[src/rtl/ff_pkg.sv]
// Shared definitions for the multimode flip-flop register: mode encodings
// and the per-bit next-state function used by every cell.
package ff_pkg;

  localparam logic [1:0] MODE_SR = 2'd0;
  localparam logic [1:0] MODE_JK = 2'd1;
  localparam logic [1:0] MODE_D  = 2'd2;
  localparam logic [1:0] MODE_T  = 2'd3;

  // Next state of one bit given its type, its two inputs and current state.
  // SR with S=R=1 holds; the caller flags that case separately.
  function automatic logic ff_next(input logic [1:0] mode,
                                   input logic       s,
                                   input logic       c,
                                   input logic       q);
    logic n;
    n = q;
    case (mode)
      MODE_SR: begin
        case ({s, c})
          2'b10:   n = 1'b1;
          2'b01:   n = 1'b0;
          default: n = q;
        endcase
      end
      MODE_JK: begin
        case ({s, c})
          2'b10:   n = 1'b1;
          2'b01:   n = 1'b0;
          2'b11:   n = ~q;
          default: n = q;
        endcase
      end
      MODE_D:  n = s;
      MODE_T:  n = s ? ~q : q;
      default: n = q;
    endcase
    return n;
  endfunction

endpackage

[src/rtl/mode_ff_cell.sv]
// One bit of the multimode register: an edge-triggered flip-flop whose
// type is selected by mode, with a registered complement output and a
// combinational flag for the SR S=R=1 condition at the current edge.
module mode_ff_cell
  import ff_pkg::*;
(
  input  logic       clk,
  input  logic       reset,
  input  logic       enabled,
  input  logic [1:0] mode,
  input  logic       s,
  input  logic       c,
  output logic       q,
  output logic       qn,
  output logic       forb
);

  logic q_q, q_d;
  logic qn_q;

  // Next state: hold when disabled, otherwise apply the selected FF type.
  always_comb begin
    q_d = q_q;
    if (enabled) begin
      q_d = ff_next(mode, s, c, q_q);
    end
  end

  // State and complement registered together so qn is never equal to q.
  always_ff @(posedge clk) begin
    if (reset) begin
      q_q  <= 1'b0;
      qn_q <= 1'b1;
    end else begin
      q_q  <= q_d;
      qn_q <= ~q_d;
    end
  end

  assign q    = q_q;
  assign qn   = qn_q;
  assign forb = enabled & (mode == MODE_SR) & s & c;

endmodule

[src/rtl/multimode_ff_register.sv]
// WIDTH-bit register of run-time selectable flip-flops (SR/JK/D/T) with
// forbidden-input reporting: per-edge mask and pulse, sticky flag and a
// saturating event counter.
module multimode_ff_register
  import ff_pkg::*;
#(
  parameter int WIDTH     = 8,
  parameter int ERR_CNT_W = 4
) (
  input  logic                 clk,
  input  logic                 reset,
  input  logic                 enabled,
  input  logic [1:0]           mode,
  input  logic [WIDTH-1:0]     set,
  input  logic [WIDTH-1:0]     clear,
  input  logic                 clr_err,
  output logic [WIDTH-1:0]     Q,
  output logic [WIDTH-1:0]     notQ,
  output logic                 forbidden,
  output logic [WIDTH-1:0]     forbidden_mask,
  output logic                 err_sticky,
  output logic [ERR_CNT_W-1:0] err_count
);

  localparam logic [ERR_CNT_W-1:0] CNT_MAX = '1;

  logic [WIDTH-1:0]     forb_vec;
  logic [WIDTH-1:0]     mask_q, mask_d;
  logic                 forbidden_q, forbidden_d;
  logic                 sticky_q, sticky_d;
  logic [ERR_CNT_W-1:0] count_q, count_d;

  for (genvar i = 0; i < WIDTH; i++) begin : g_bit
    mode_ff_cell u_cell (
      .clk     (clk),
      .reset   (reset),
      .enabled (enabled),
      .mode    (mode),
      .s       (set[i]),
      .c       (clear[i]),
      .q       (Q[i]),
      .qn      (notQ[i]),
      .forb    (forb_vec[i])
    );
  end

  // Error bookkeeping; a new forbidden event takes priority over clr_err.
  always_comb begin
    mask_d      = forb_vec;
    forbidden_d = |forb_vec;
    sticky_d    = sticky_q;
    count_d     = count_q;
    if (forbidden_d) begin
      sticky_d = 1'b1;
      if (clr_err) begin
        count_d = ERR_CNT_W'(1);
      end else if (count_q != CNT_MAX) begin
        count_d = count_q + ERR_CNT_W'(1);
      end
    end else if (clr_err) begin
      sticky_d = 1'b0;
      count_d  = '0;
    end
  end

  // Error state registers, cleared by reset ahead of everything else.
  always_ff @(posedge clk) begin
    if (reset) begin
      mask_q      <= '0;
      forbidden_q <= 1'b0;
      sticky_q    <= 1'b0;
      count_q     <= '0;
    end else begin
      mask_q      <= mask_d;
      forbidden_q <= forbidden_d;
      sticky_q    <= sticky_d;
      count_q     <= count_d;
    end
  end

  assign forbidden_mask = mask_q;
  assign forbidden      = forbidden_q;
  assign err_sticky     = sticky_q;
  assign err_count      = count_q;

endmodule
[config.mk]
export PLATFORM = sky130hd
export DESIGN_NAME = multimode_ff_register
export DESIGN_NICKNAME = d
export VERILOG_FILES = /design/src/rtl/ff_pkg.sv /design/src/rtl/mode_ff_cell.sv /design/src/rtl/multimode_ff_register.sv
export SDC_FILE = /design/constraint.sdc
export NUM_CORES = 1
export LEC_CHECK = 0
export ABC_AREA = 1
export CORE_AREA = 5 5 67 69
export DETAILED_ROUTE_END_ITERATION = 6
export DIE_AREA = 0 0 72 74
export PLACE_DENSITY = 0.88
export SLEW_MARGIN = 20
export SYNTH_ARGS = -nofsm -noshare
export SYNTH_HDL_FRONTEND = slang
export SYNTH_HIERARCHICAL = 1
export SYNTH_SLANG_ARGS = --single-unit
[constraint.sdc]
create_clock -name clk -period 1.9 [get_ports clk]
set_input_delay 0.285 -clock clk [delete_from_list [all_inputs] [get_ports clk]]
set_output_delay 0.285 -clock clk [all_outputs]
set_load 0.02 [all_outputs]
==> reports/qor.txt <==
Reg clk slew, reported paths -> 0.06 ns
Register area share after synthesis -> 31.7%
Maximum clock rate -> 0.533 GHz
Nets -> 414
Global-route wire length before repair -> 8020 µm
Number of hold buffers added after cts -> 0
Final Hold Viols -> 0
Count of cell types in the netlist -> 20
Setup-failing EPs final -> 0
Remaining Overflow, GRT -> 0
Antenna-violating nets left -> 0
Netlist area before placement -> 1890 µm²
Initial antenna violation count -> 0
CTS Sinks -> 30
Total wire length -> 5450 µm
Crit-path max FO -> 21
Syn Nets -> 330
Leakage -> 1.37 nW
Startpoint Class -> primary input
Critical path arrival -> 2.04 ns
Die Width -> 72 µm
Synthesized flop and latch total -> 30
CTS max path bufs -> 2
Period utilization -> 98.8%
MaxCap Viol Count -> 0
Tmin final -> 1.88 ns
Total GRT Usage -> 19.0%
Avg Vias per Cell -> 4.82
Hold crit path type -> reg2reg
Design Power -> 1.73 mW
HPWL after DPL -> 3630 µm
Post-route cell area -> 2870 µm²
YS warnings -> 6
Worst EP required -> 2.06 ns
Vias in the first global route -> 1879
I/O pins -> 52
Drt drc -> 0
Worst clock skew -> 0.00101 ns
Initial DRT Pass Iterations -> 4
Slew Limit Fails -> 0
Initial Util -> 49.1%
Crit path kind -> in2reg
DP Area -> 2690 µm²
Routability cong. -> 0.794
Drt wl/cell -> 12.6 µm
Worst ir drop on vdd -> 0.361 mV
Clock tree root driver cell -> clkbuf_8
Core region area -> 3860 µm²
CTS tree -> done
Layout Cells excl Fill -> 434
H-Tree Depth -> 2
HP Start -> err_sticky
Avg Inst Size Synth -> 6.33 µm²
P&R area growth vs syn -> 51.4%
Die height -> 74 µm
Synth Instances -> 299
Clock Latency Late Sink -> 0.28 ns
Least-Margin Pin Slew -> 0.399 ns
PortBufs -> 51
FF-to-FF Start -> err_count[0]
Die area -> 5330 µm²
Largest net degree at the start of global routing -> 23
Row cnt -> 23
Worst Setup End Kind -> flip-flop
TritonCTS Buffers -> 5
Setup bufs post-CTS -> 0
Placed Cells incl. Taps -> 425
Status -> completed
Layout cells sized above 1 -> 21.1%
Worst setup path start -> mode[1]
Initial DRC count -> 161
Antenna cells -> 0
Pwr dens -> 603 nW/µm²
Via count -> 2092
Worst slew margin -> 73.3%
-- worst max-delay path, stage by stage --
cell and delay (ns):
clkdlybuf4s50_1 0.52, buf_12 0.17, nor2_1 0.08, inv_1 0.08
nor4_2 0.04, buf_4 0.13, nor2_2 0.15, nand2_2 0.12
o21ai_1 0.21, nand3_2 0.09, nand2_1 0.10, nor2_2 0.04
-- where the power goes --
group          switching, mW  total, mW  internal, mW
clock                  0.237      0.528         0.292
sequential            0.0246      0.690         0.666
combinational          0.278      0.511         0.233
-- what timing repair did --
action | in CTS | in global routing
hold endpoints to repair | 0 | 0
resized for setup | 0 | 12
setup endpoints to repair | 0 | 3
-- cell type report --
cell class | instances | area, µm²
Multi-Input combinational cell | 189 | 1040
Fill cell | 286 | 990
Timing Repair Buffer | 78 | 771
Sequential cell | 30 | 601
Inverter | 79 | 297
Clock buffer | 7 | 86.3
Tap cell | 50 | 62.6
Clock inverter | 1 | 5.00
-- kinds of logic (layout without fill, tap and decap cells) --
| group | after synthesis | after routing | synth area share (%) |
|---|---|---|---|
| AOI/OAI and AO/OA | 38 | 38 | 10.6 |
| xor gates and xnor gates | 1 | 1 | 0.463 |
| adders and majority gates | 9 | 9 | 5.95 |
| buffers and inverters | 80 | 165 | 16.3 |
| DFF | 30 | 30 | 31.7 |
| and+or+nand+nor | 141 | 141 | 35.0 |
-- cell usage after synthesis --
cell       n  area share (%)
a21boi_2   1            0.59
a21oi_1   17             4.5
buf_6      1            0.59
dfxtp_1   30              32
ha_1       9             5.9
inv_1     78              15
inv_2      1            0.20
nand2_1   63              12
nand2_2    4             1.3
nand3_1   12             3.2
nand3_2    1            0.53
nand4_1    1            0.33
nor2_1    22             4.4
nor2_2    29             9.6
nor2_4     1            0.59
nor4_1     8             2.6
o21ai_0    1            0.26
o21ai_1   18             4.8
o21ai_2    1            0.46
xor2_1     1            0.46
-- layer usage --
layer | track usage (%) | wire, µm
met2 | 33.1 | 2760
met1 | 22.5 | 2160
met3 | 5.00 | 420
met5 | 0 | 0
met4 | 7.31 | 111
-- stage by stage --
step / worst slack, ns / TNS (ns) / hold WS, ns / utilization [%]
floorplan: 0.578 / 0 / 0.384 / -
global placement: -0.155 / -0.721 / 0.449 / 69.7
detailed placement: -0.198 / -0.865 / 0.455 / 69.7
CTS: 0.0690 / 0 / 0.472 / 72.1
global route: -0.0920 / -0.164 / 0.507 / 74.3
finish: 0.0236 / 0 / 0.474 / 74.3
-- cell usage in the layout (no fill, tap or decap) --
cell             synthesis  final
a21boi_2                 1      1
a21oi_1                 17     17
buf_12                   0      3
buf_4                    0     23
clkbuf_1                 0      1
clkbuf_16                0      1
clkbuf_8                 0      6
clkdlybuf4s50_1          0     50
clkinv_2                 0      1
dfxtp_1                 30     30
dlymetal6s2s_1           0      1
ha_1                     9      9
inv_1                   78     78
inv_2                    1      1
nand2_1                 63     63
nand2_2                  4      4
nand3_1                 12     12
nand3_2                  1      1
nand4_1                  1      1
nor2_1                  22     21
nor2_2                  29     30
nor2_4                   1      1
nor4_2                   0      8
o21ai_1                 18     19
o21ai_4                  0      1
xor2_1                   1      1
-- worst paths after layout --
check | to | slack (ns) | cells past startpoint
max | err_count[0] | 0.02 | 12
min reg2reg | err_sticky | 0.47 | 2
min | err_sticky | 0.47 | 2
max reg2reg | err_count[0] | 0.53 | 8
(Power assumes the default switching activity.)
